### config.mk
export PLATFORM = sky130hd
export DESIGN_NAME = buf_index_sequencer
export DESIGN_NICKNAME = d
export VERILOG_FILES = /design/src/rtl/esm_seq_pkg.sv /design/src/rtl/buf_index_sequencer_map_table.sv /design/src/rtl/buf_index_sequencer.sv
export SDC_FILE = /design/constraint.sdc
export NUM_CORES = 1
export LEC_CHECK = 0
export ABC_CLOCK_PERIOD_IN_PS = 2200
export CAP_MARGIN = 0
export CORE_MARGIN = 4
export CORE_UTILIZATION = 47
export DETAILED_ROUTE_END_ITERATION = 7
export GPL_ROUTABILITY_DRIVEN = 0
export HOLD_SLACK_MARGIN = 0.08
export PLACE_DENSITY = 0.76
export SLEW_MARGIN = 20
export SYNTH_ARGS = -nofsm -noshare
export SYNTH_HDL_FRONTEND = slang
export SYNTH_HIERARCHICAL = 1
export SYNTH_SLANG_ARGS = --single-unit
### constraint.sdc
create_clock -name clk -period 2.2 [get_ports clk]
set_input_delay 0.44 -clock clk [delete_from_list [all_inputs] [get_ports clk]]
set_output_delay 0.44 -clock clk [all_outputs]
set_load 0.01 [all_outputs]
### src/rtl/esm_seq_pkg.sv
// Shared definitions for the ESM instruction-buffer index sequencer:
// FSM state encoding, index-width helper and table reset contents.
package esm_seq_pkg;

  typedef enum logic [2:0] {
    ST_IDLE     = 3'd0,
    ST_FILL     = 3'd1,
    ST_DISPATCH = 3'd2,
    ST_DRAIN    = 3'd3,
    ST_DONE     = 3'd4
  } seq_state_t;

  function automatic int idx_width(input int bs);
    return (bs < 2) ? 1 : $clog2(bs);
  endfunction

  // Reset value of mapping-table entry i: the identity mapping.
  function automatic logic [31:0] identity_entry(input int i);
    return 32'(i);
  endfunction

endpackage

### src/rtl/buf_index_sequencer_map_table.sv
// Mapping table: BS entries of IDXW bits, one synchronous write port,
// one combinational read port, asynchronous reset to the identity map.
module map_table
  import esm_seq_pkg::*;
#(
  parameter int BS   = 16,
  parameter int IDXW = 4
) (
  input  logic            clk,
  input  logic            rst,
  input  logic            we,
  input  logic [IDXW-1:0] waddr,
  input  logic [IDXW-1:0] wdata,
  input  logic [IDXW-1:0] raddr,
  output logic [IDXW-1:0] rdata
);

  logic [IDXW-1:0] mem [BS];

  always_ff @(posedge clk or posedge rst) begin
    if (rst) begin
      for (int i = 0; i < BS; i++) begin
        mem[i] <= IDXW'(identity_entry(i));
      end
    end else if (we) begin
      mem[waddr] <= wdata;
    end
  end

  assign rdata = mem[raddr];

endmodule

### src/rtl/buf_index_sequencer.sv
// Drives the instruction-buffer slot index (fill, then table-ordered walk)
// and turns the buffer's registered read data into a slot-tagged dispatch stream.
module buf_index_sequencer
  import esm_seq_pkg::*;
#(
  parameter  int BS   = 16,
  parameter  int IW   = 32,
  localparam int IDXW = idx_width(BS)
) (
  input  logic            clk,
  input  logic            rst,
  input  logic            go,
  input  logic            stop,
  input  logic            start,
  input  logic            map_we,
  input  logic [IDXW-1:0] map_waddr,
  input  logic [IDXW-1:0] map_wdata,
  input  logic [IDXW:0]   map_len,
  input  logic [7:0]      passes,
  input  logic [IW-1:0]   instr_buf,
  output logic [IDXW-1:0] buffer_index,
  output logic            disp_valid,
  output logic [IW-1:0]   disp_instr,
  output logic [IDXW-1:0] disp_slot,
  output logic            busy,
  output logic            done,
  output logic [2:0]      dbg_state
);

  seq_state_t      state;
  logic [IDXW-1:0] ptr;
  logic [7:0]      pass_cnt;
  logic [7:0]      passes_q;
  logic [IDXW:0]   len_q;
  logic            pend_valid;
  logic [IDXW-1:0] map_rdata;
  logic            last_entry;
  logic            last_pass;

  // Table writes only land while idle, so a write never races a dispatch read.
  map_table #(
    .BS   (BS),
    .IDXW (IDXW)
  ) u_map_table (
    .clk   (clk),
    .rst   (rst),
    .we    (map_we && (state == ST_IDLE)),
    .waddr (map_waddr),
    .wdata (map_wdata),
    .raddr (ptr),
    .rdata (map_rdata)
  );

  assign last_entry = ({1'b0, ptr} == (len_q - (IDXW+1)'(1)));
  assign last_pass  = (passes_q != 8'd0) && (pass_cnt == (passes_q - 8'd1));
  assign dbg_state  = state;
  assign disp_instr = disp_valid ? instr_buf : '0;

  // Handshake: disp_valid has no ready; every cycle it is high the consumer
  // must take disp_instr/disp_slot. An index issued at edge t yields
  // disp_valid/disp_slot after edge t+1, aligned with the buffer's read data.
  always_ff @(posedge clk or posedge rst) begin
    if (rst) begin
      state        <= ST_IDLE;
      buffer_index <= '0;
      ptr          <= '0;
      pass_cnt     <= '0;
      passes_q     <= '0;
      len_q        <= '0;
      pend_valid   <= 1'b0;
      disp_valid   <= 1'b0;
      disp_slot    <= '0;
      busy         <= 1'b0;
      done         <= 1'b0;
    end else begin
      disp_valid <= pend_valid;
      disp_slot  <= buffer_index;
      done       <= 1'b0;
      case (state)
        ST_IDLE: begin
          buffer_index <= '0;
          pend_valid   <= 1'b0;
          if (go) begin
            len_q    <= map_len;
            passes_q <= passes;
            ptr      <= '0;
            pass_cnt <= '0;
            busy     <= 1'b1;
            state    <= ST_FILL;
          end
        end
        ST_FILL: begin
          buffer_index <= buffer_index + IDXW'(1);
          if (start) begin
            if (len_q == '0) begin
              busy  <= 1'b0;
              done  <= 1'b1;
              state <= ST_DONE;
            end else begin
              state <= ST_DISPATCH;
            end
          end
        end
        ST_DISPATCH: begin
          buffer_index <= map_rdata;
          pend_valid   <= 1'b1;
          if (last_entry) begin
            ptr      <= '0;
            pass_cnt <= pass_cnt + 8'd1;
          end else begin
            ptr <= ptr + IDXW'(1);
          end
          // The index issued on a stop cycle still completes through DRAIN.
          if (stop || (last_entry && last_pass)) begin
            state <= ST_DRAIN;
          end
        end
        ST_DRAIN: begin
          pend_valid <= 1'b0;
          busy       <= 1'b0;
          done       <= 1'b1;
          state      <= ST_DONE;
        end
        ST_DONE: begin
          buffer_index <= '0;
          state        <= ST_IDLE;
        end
        default: begin
          state <= ST_IDLE;
        end
      endcase
    end
  end

endmodule
### Word level (Yosys, flattened, before mapping)

Cells that the tools add are included.

* reductions and logical operators: 19
* add/subtract/negate cells: 5
* eq/ne operators: 11
* muxes and demuxes: 27
* bitwise logic cells: 2
* order comparisons: 3

Operators with widths (count)
* bitwise mux 64 bit: 1
* two-way mux 32 bit: 1
* two-way mux 4 bit: 5
* binary-select mux 4 bit (select 4 bit): 1
* demux 4 bit (select 4 bit): 1
* two-way mux 8 bit: 2
* case mux 8 bit (2 select lines): 1
* two-way mux 3 bit: 4
* case mux 3 bit (4 select lines): 1
* case mux 4 bit (3 select lines): 1
* >= comparator 5 bit, second input constant: 2
* inequality test 2 bit, second input constant: 5
* inverter 4 -> 5 bit: 2
* adder 4 x 1 -> 4 bit, second input constant: 2
* adder 8 x 1 -> 8 bit, second input constant: 1
* == test 8 bit: 1
* case mux 4 bit (2 select lines): 1
* nonzero test 8 bit: 1
* subtractor 8 x 1 -> 8 bit, second input constant: 1
* == test 3 x 2 -> 1 bit, second input constant: 2
* AND reduction 3 bit: 2
* nonzero test 3 bit: 2
* == test 4 x 5 -> 1 bit: 1
* logical NOT 5 bit: 1
* other kinds (14): 25

* output and inout port bits: 46
* register bits: 104
* input bits: 59
* word-level logic and storage cells: 94

### Depth between registers and ports, before layout

* word-level depth: 7
* mapped depth: 8
* depth with buffers taken out: 7

### By module

Netlist, hierarchy kept.

Modules (own cells, without submodules)
* map_table: cells each 202, sequential area each 1641.6 um^2, times used 1, area an instance 3047.9 um^2
* buf_index_sequencer: cells each 274, sequential area each 1001.0 um^2, times used 1, area an instance 2389.8 um^2

### Worst setup path after synthesis

No wires, ideal clock.

* path type: register to register
* start: reg state[1] (netlist: dbg_state[1])
* end: reg u_map_table/mem[44] (netlist bit)
* cell stages (with the launch flop): 8
* setup slack: 0.042 ns
* setup time: 0.125 ns
* period minus slack after synthesis: 2.158 ns
* data arrival time: 2.033 ns
* buffers on the path: 2
* required time: 2.075 ns
* cells stage by stage: dfrtp_1 buf_2 nor2_1 and3_1 nand2_2 or4_1 buf_2 mux2_4

* cells in the longest elaborated chain, start to end: 2

RTL lines
* from (decl): line buf_index_sequencer.sv:30 `seq_state_t state;`
* from (signal assigned): line buf_index_sequencer.sv:64 `state <= ST_IDLE;`
* from (signal assigned): line buf_index_sequencer.sv:89 `state <= ST_FILL;`
* from (signal assigned): line buf_index_sequencer.sv:98 `state <= ST_DONE;`
* logical NOT 3 bit: line buf_index_sequencer.sv:47 `.we (map_we && (state == ST_IDLE)),`
* logical AND 1 bit: line buf_index_sequencer.sv:47
* to (signal, indexed assignment): line buf_index_sequencer_map_table.sv:23 `mem[i] <= IDXW'(identity_entry(i));`
* to (signal, indexed assignment): line buf_index_sequencer_map_table.sv:26 `mem[waddr] <= wdata;`
* to (decl): line buf_index_sequencer_map_table.sv:18 `logic [IDXW-1:0] mem [BS];`

Every way passes these cells.
A chain may end at the register's enable or synchronous reset.

### Final worst setup path

* start: reg len_q[0]
* end: reg pass_cnt[2]

* cells in the longest elaborated chain, start to end: 4

RTL lines
* from (decl): line buf_index_sequencer.sv:34 `logic [IDXW:0] len_q;`
* from (signal assigned): line buf_index_sequencer.sv:84 `len_q <= map_len;`
* subtractor 5 x 1 -> 5 bit: line buf_index_sequencer.sv:54 `assign last_entry = ({1'b0, ptr} == (len_q - (IDXW+1)'(1)));`
* == test 4 x 5 -> 1 bit: line buf_index_sequencer.sv:54
* inequality test 2 bit (no line)
* AND reduction 3 bit (no line)
* to (signal assigned): line buf_index_sequencer.sv:109 `pass_cnt <= pass_cnt + 8'd1;`
* to (decl): line buf_index_sequencer.sv:32 `logic [7:0] pass_cnt;`

Every way passes these cells.

==> results.yml <==
critical_path:
  cp_max_fo: 5
  worstReg2RegEnd: "pass_cnt[2]"
  arrival_ps: 2380
  rr_worst_depth: 8
  startpoint_type: "flip-flop"
  required_ps: 2440
  path_class: "reg2reg"
  r2r-start: "len_q[0]"
  reg2reg_slack_ps: 60
  worst_setup_path_end_kind: "flip-flop"
power:
  peakVddDrop_uv: 703
  pwr_density_cell_nw_per_um2: 1240
  power_leakage_nw: 3.05
logic_synthesis:
  syn_area_per_cell_um2: 11.4
  ys_warn_count: 6
  async_reset_ff_share_pct: 100
  synth_area_um2: 5440
  synth_nets: 541
  netlist_instances: 476
  ys_seq_area_share_pct: 48.6
  synth_flop_cell: "dfrtp_1"
  synth_edf_count: 0
  synth-seq-cells: 104
  ys_types: 54
clock_network:
  cts.clk_slew.worst_paths_ps: 70
  insertion_delay_ps: 350
  clockBufferDepth: 2
  hold_buffers: 0
  cts.sinks: 104
  cts_max_level: 3
  cts_tree: "done"
  clock-root-buffer: "clkbuf_16"
  cts_buffers: 9
sta:
  drv_slew: 0
  fin_crit_sh_pct: 97.2
  fin_skew_ps: 7.59
  fin_tns_setup_ps: 0
  hold_ws_ps: 390
  fin_crit_ps: 2140
  slew_headroom_pct: 59.1
  tightest_slew_ps: 611
  rsz0062_at_grt: "true"
  finalWorstSetupSlack_ps: 61.6
  finalSetupViolations: 0
  final_hold_viol_count: 0
  clock.fmax_mhz: 468
placed_design:
  dp.cells: 736
  dpl.hpwl_mm: 9.92
  post-place-ws_ps: -144
  io_buffers: 104
routing:
  drtAntennaViolNets: 0
  wl_mm: 13.8
  drt_iter0_markers: 214
  drc: 0
  drt_pass1_iterations: 4
  wl_met3_mm: 1.06
  wl_met2_mm: 7.31
  avgViaCountPerCell: 5.66
  routed.top_layer: "met4"
  wl_per_cell_um: 18.3
  vias: 4274
  met1Wirelength_mm: 5.21
finish:
  fin_cells: 755
  mostFrequentLayoutCells: "clkdlybuf4s50_1, dfrtp_1, mux2_2"
  nets: 672
  area_delta_synth_final_pct: 33.7
  diodes: 0
  layout-drive-gt1-share_pct: 31.0
  final_common_cell: "clkdlybuf4s50_1"
  fillerInstances: 849
floorplanning:
  initial_utilization_pct: 47.8
  dieWidth_um: 116
  dieHeight_um: 116
  pin_count: 105
  num_rows: 39
  core_area_um2: 11400
  die_area_um2: 13400
grt:
  overflow: 0
  grt_pass1_vias: 4323
  grtUsageTotal_pct: 21.1
  grt_pass1_wl_mm: 21.8
  antenna_found_initial: 0
  grt_max_degree: 65
worst_hold_path:
  min_from: "pend_valid"
  holdPathStages: 0
  hold_class: "reg2reg"
  holdPathEnd: "disp_valid"
job:
  maxCapViolations: 0
outcome:
  status: "finished, final reports clean"
[where the power goes]
part,switching [mW],total [mW],internal [mW]
clock network,0.745,1.52,0.778
logic,1.75,3.90,2.15
registers,0.613,3.58,2.97
[critical path, stage by stage, from the launching register on]
cell and delay (ps):
dfrtp_1 370, inv_2 60, ha_4 170, o21ba_4 200, a221oi_4 310, o2111ai_4 210
buf_6 190, a211oi_4 200, mux2_4 320
[Yosys cell counts, types with 2 or more instances]
| library cell | n | share of area [%] |
|---|---|---|
| buf_4 | 2 | 0.28 |
| mux4_2 | 16 | 6.6 |
| ha_1 | 6 | 1.4 |
| a31oi_1 | 2 | 0.23 |
| buf_2 | 6 | 0.55 |
| or4_1 | 2 | 0.28 |
| inv_1 | 12 | 0.83 |
| nand2b_1 | 14 | 1.6 |
| a211oi_1 | 4 | 0.55 |
| nor2b_1 | 2 | 0.23 |
| xor2_1 | 10 | 1.6 |
| nand2_1 | 52 | 3.6 |
| or3_1 | 2 | 0.23 |
| nor3_1 | 8 | 0.74 |
| o21ai_0 | 14 | 1.3 |
| a22oi_1 | 4 | 0.55 |
| xnor2_1 | 6 | 0.97 |
| a21oi_1 | 14 | 1.3 |
| a2111oi_0 | 3 | 0.48 |
| and3_1 | 2 | 0.23 |
| dfstp_2 | 32 | 15 |
| nor2_1 | 18 | 1.2 |
| dfrtp_1 | 72 | 33 |
| nand3_1 | 17 | 1.6 |
| and2_1 | 33 | 3.8 |
| mux2i_1 | 5 | 0.92 |
| nor3b_1 | 2 | 0.28 |
| mux2_4 | 4 | 1.1 |
| nand4_1 | 6 | 0.69 |
| mux2_2 | 61 | 13 |
| nand3b_1 | 6 | 0.83 |
| clkbuf_1 | 17 | 1.2 |
[metal layers]
layer / up-vias / global-route usage, %
li1: 1960 / -
met3: 21 / 4.75
met5: - / 0
met2: 165 / 38.4
met4: 0 / 6.49
met1: 2128 / 24.8
[what timing repair did]
item,4_1_cts,5_1_grt
pin swaps,2,7
buffers inserted,3,0
endpoints found under the setup margin,4,12
resized for setup,8,15
[cell type report]
cell class                      count  area [um2]  share of cell area, %
Multi-Input combinational cell    335        2740                   37.7
Inverter                           12        45.0                  0.620
Clock buffer                        9         225                   3.10
Timing Repair Buffer              145        1380                   19.0
Sequential cell                   104        2640                   36.4
Clock inverter                      7        52.6                  0.723
Tap cell                          143         179                   2.46
[state kept, by name, summed over array words and instances (netlist names)]
| signal | cells |
|---|---|
| buffer_index | 4 |
| u_map_table/mem | 64 |
| len_q | 5 |
| ptr | 4 |
| disp_valid | 1 |
| dbg_state | 3 |
| done | 1 |
| busy | 1 |
| disp_slot | 4 |
| passes_q | 8 |
| pend_valid | 1 |
| pass_cnt | 8 |
[per-stage QoR]
stage               util [%]  cell area [um2]  power (mW)
finish                  63.9             7270        9.00
global route            63.9             7270        9.57
CTS                     63.3             7200        8.92
detailed placement      60.3             6860        7.28
global placement        60.3             6860        7.06
floorplan                  -             5440        5.86
[worst max path at each step]
stage / to / cells past startpoint / start
after floorplan: u_map_table/mem[44] / 7 / dbg_state[1]
after global placement: dbg_state[0] / 6 / start
after detailed placement: pass_cnt[6] / 8 / len_q[0]
after CTS: pass_cnt[2] / 8 / len_q[0]
after global routing: pass_cnt[5] / 7 / len_q[0]
final: pass_cnt[2] / 8 / len_q[0]
[cells by family after synthesis]
| kind of cell | after synthesis | share of synthesized area, % |
|---|---|---|
| muxes | 86 | 21.3 |
| adders and majority gates | 6 | 1.38 |
| xor gates and xnor gates | 16 | 2.58 |
| AOI/OAI and AO/OA | 56 | 6.90 |
| buffers and inverters | 37 | 2.83 |
| and+or+nand+nor | 171 | 16.4 |
| DFF | 104 | 48.6 |
No activity file was read; power rests on OpenSTA's default activity.
==> RTL change, RTL diff (same flow settings) <==
Put one more register stage on the output `disp_valid`, cleared by the reset. The value now appears one clock later. The other outputs are not delayed to match. Comments in the files are not updated.
--- a/src/rtl/buf_index_sequencer.sv
+++ b/src/rtl/buf_index_sequencer.sv
@@ -28,4 +28,6 @@
 );
 
+  logic disp_valid_s0;
+
   seq_state_t      state;
   logic [IDXW-1:0] ptr;
@@ -55,5 +57,5 @@
   assign last_pass  = (passes_q != 8'd0) && (pass_cnt == (passes_q - 8'd1));
   assign dbg_state  = state;
-  assign disp_instr = disp_valid ? instr_buf : '0;
+  assign disp_instr = disp_valid_s0 ? instr_buf : '0;
 
   // Handshake: disp_valid has no ready; every cycle it is high the consumer
@@ -69,10 +71,10 @@
       len_q        <= '0;
       pend_valid   <= 1'b0;
-      disp_valid   <= 1'b0;
+      disp_valid_s0 <= 1'b0;
       disp_slot    <= '0;
       busy         <= 1'b0;
       done         <= 1'b0;
     end else begin
-      disp_valid <= pend_valid;
+      disp_valid_s0 <= pend_valid;
       disp_slot  <= buffer_index;
       done       <= 1'b0;
@@ -133,3 +135,11 @@
   end
 
+  always_ff @(posedge clk or posedge rst) begin
+    if (rst) begin
+      disp_valid <= '0;
+    end else begin
+      disp_valid <= disp_valid_s0;
+    end
+  end
+
 endmodule
Behaviour: not the same (Yosys sat finds a counterexample within 10 cycles, from zero or initial values and one cycle with rst high).
==> RTL change against the unedited design <==
- sequential cell count grew 1
- routed wire length shrank 3.3%
- clock power grew 21%
- count of clock-buffer cells in the layout grew 2
- sequential share of layout area grew 1.0 points
- worst setup slack gained 71 ps
- total power grew 1.3%
- core utilization grew 0.71 points
- die area shrank 1.0%
- global-route usage shrank 0.32 points
- largest cell class is now flip-flops and latches
- final area shrank 1.9%
- synthesized area shrank 1.1%
==> RTL change: results (changes against the unedited design) <==
maximum number of pins on one net before global-route repair 56 (-14%); Worst Hold Class in -> async; worst vdd ir 0.565 mV (-20%); leakage dissipation 2.99 nW (-2.0%); buffers inserted by post-CTS timing repair 0 (-3); WL final 13,300 um (-3.3%); first-pass GRT wire length 21,500 um (-1.3%); iteration-0 DRC count of the detailed router 90 (-58%); reg-to-reg endpoint u_map_table/mem[59]; share of cell area taken by muxes after synthesis 20.8% (-0.50 points); Placed Cells incl. Taps 714 (-3.0%); FF-to-FF Start dbg_state[1]; share of post-route cells with drive strength above 1 28.5% (-2.6 points); synth top area cells sky130_fd_sc_hd__dfrtp_1 (34%), sky130_fd_sc_hd__dfstp_2 (16%), sky130_fd_sc_hd__mux2_2 (13%), sky130_fd_sc_hd__mux4_2 (6.7%), sky130_fd_sc_hd__and2_1 (4.1%); maximum fanout along the worst path 6 (+1); worst reg2reg setup slack 130 ps (+70 ps); post-synthesis adder-cell area fraction 1.40% (+0.016 points); run status complete, no violations; HPWL after DPL 9860 um (-0.59%); aggregate global-route resource usage 20.8% (-0.32 points); synthesized netlist net count 529 (-2.2%); routed vias/inst 5.60 (-1.0%); sequential fraction of the synthesis area 49.6% (+1.0 points); post-cts repair resize count 0 (-8); Compound-Gate Fraction of Synth Area 6.38% (-0.53 points); Synth Area per Inst 11.6 um2 (+1.4%); worst clock skew 8.21 ps (+0.618 ps); most used standard cells in the synthesized netlist sky130_fd_sc_hd__dfrtp_1 (73), sky130_fd_sc_hd__mux2_2 (61), sky130_fd_sc_hd__nand2_1 (46)
==> RTL change: where the power goes <==
part	internal [mW]	switching [mW]	total, mW
registers	2.99	0.568	3.55
clock network	1.14	0.693	1.84
logic	2.05	1.68	3.73
==> RTL change: cells by family (layout without fill, tap and decap cells) <==
logic type / count (synthesis) / after routing
and+or+nand+nor: 164 / 164
DFF: 105 / 105
muxes: 82 / 82
AOI/OAI and AO/OA: 57 / 57
buffers and inverters: 34 / 160
xor gates and xnor gates: 16 / 16
adders and majority gates: 6 / 6
==> RTL change: worst max-delay path, cell delays in order (launching register included) <==
cell and delay (ps):
sky130_fd_sc_hd__dfrtp_1 390, sky130_fd_sc_hd__nor3_1 270, sky130_fd_sc_hd__and2_1 290, sky130_fd_sc_hd__buf_4 170
sky130_fd_sc_hd__nor3b_1 300, sky130_fd_sc_hd__nand2b_1 200, sky130_fd_sc_hd__mux2_2 320
==> RTL change: cell type report <==
| class | count | area share [%] |
|---|---|---|
| clock buffers | 11 | 3.40 |
| clock inverters | 5 | 1.44 |
| inverters | 12 | 0.632 |
| multi-input cells | 325 | 36.6 |
| flip-flops and latches | 105 | 37.4 |
| well taps | 140 | 2.46 |
| repair buffers | 132 | 18.1 |
==> RTL change: stage by stage <==
step	util, %	setup WS (ps)	hold WS [ps]	setup TNS [ps]	power (mW)
detailed placement	61.2	-14.1	363	-57.2	7.23
finish	64.6	132	371	0	9.12
floorplan	-	69.0	348	0	5.84
global placement	61.2	8.19	362	0	7.06
CTS	64.3	4.54	363	0	9.09
global route	64.6	30.0	387	0	9.70
==> RTL change: worst max path at each step <==
stage                       from             endpoint  slack [ps]  cells past startpoint
floorplan           dbg_state[0]  u_map_table/mem[44]          70                      7
global route            len_q[0]          pass_cnt[4]          30                      7
global placement          map_we  u_map_table/mem[20]           8                      6
detailed placement        map_we  u_map_table/mem[20]         -10                      6
finish              dbg_state[1]  u_map_table/mem[59]         130                      6
CTS                     len_q[0]          pass_cnt[2]           5                      7
==> RTL change: metal layers <==
layer | part of all wire (%) | track usage [%]
met1 | 40 | 24.9
met2 | 51 | 37.1
met3 | 6.8 | 4.00
met4 | 2.2 | 7.82
met5 | 0 | 0
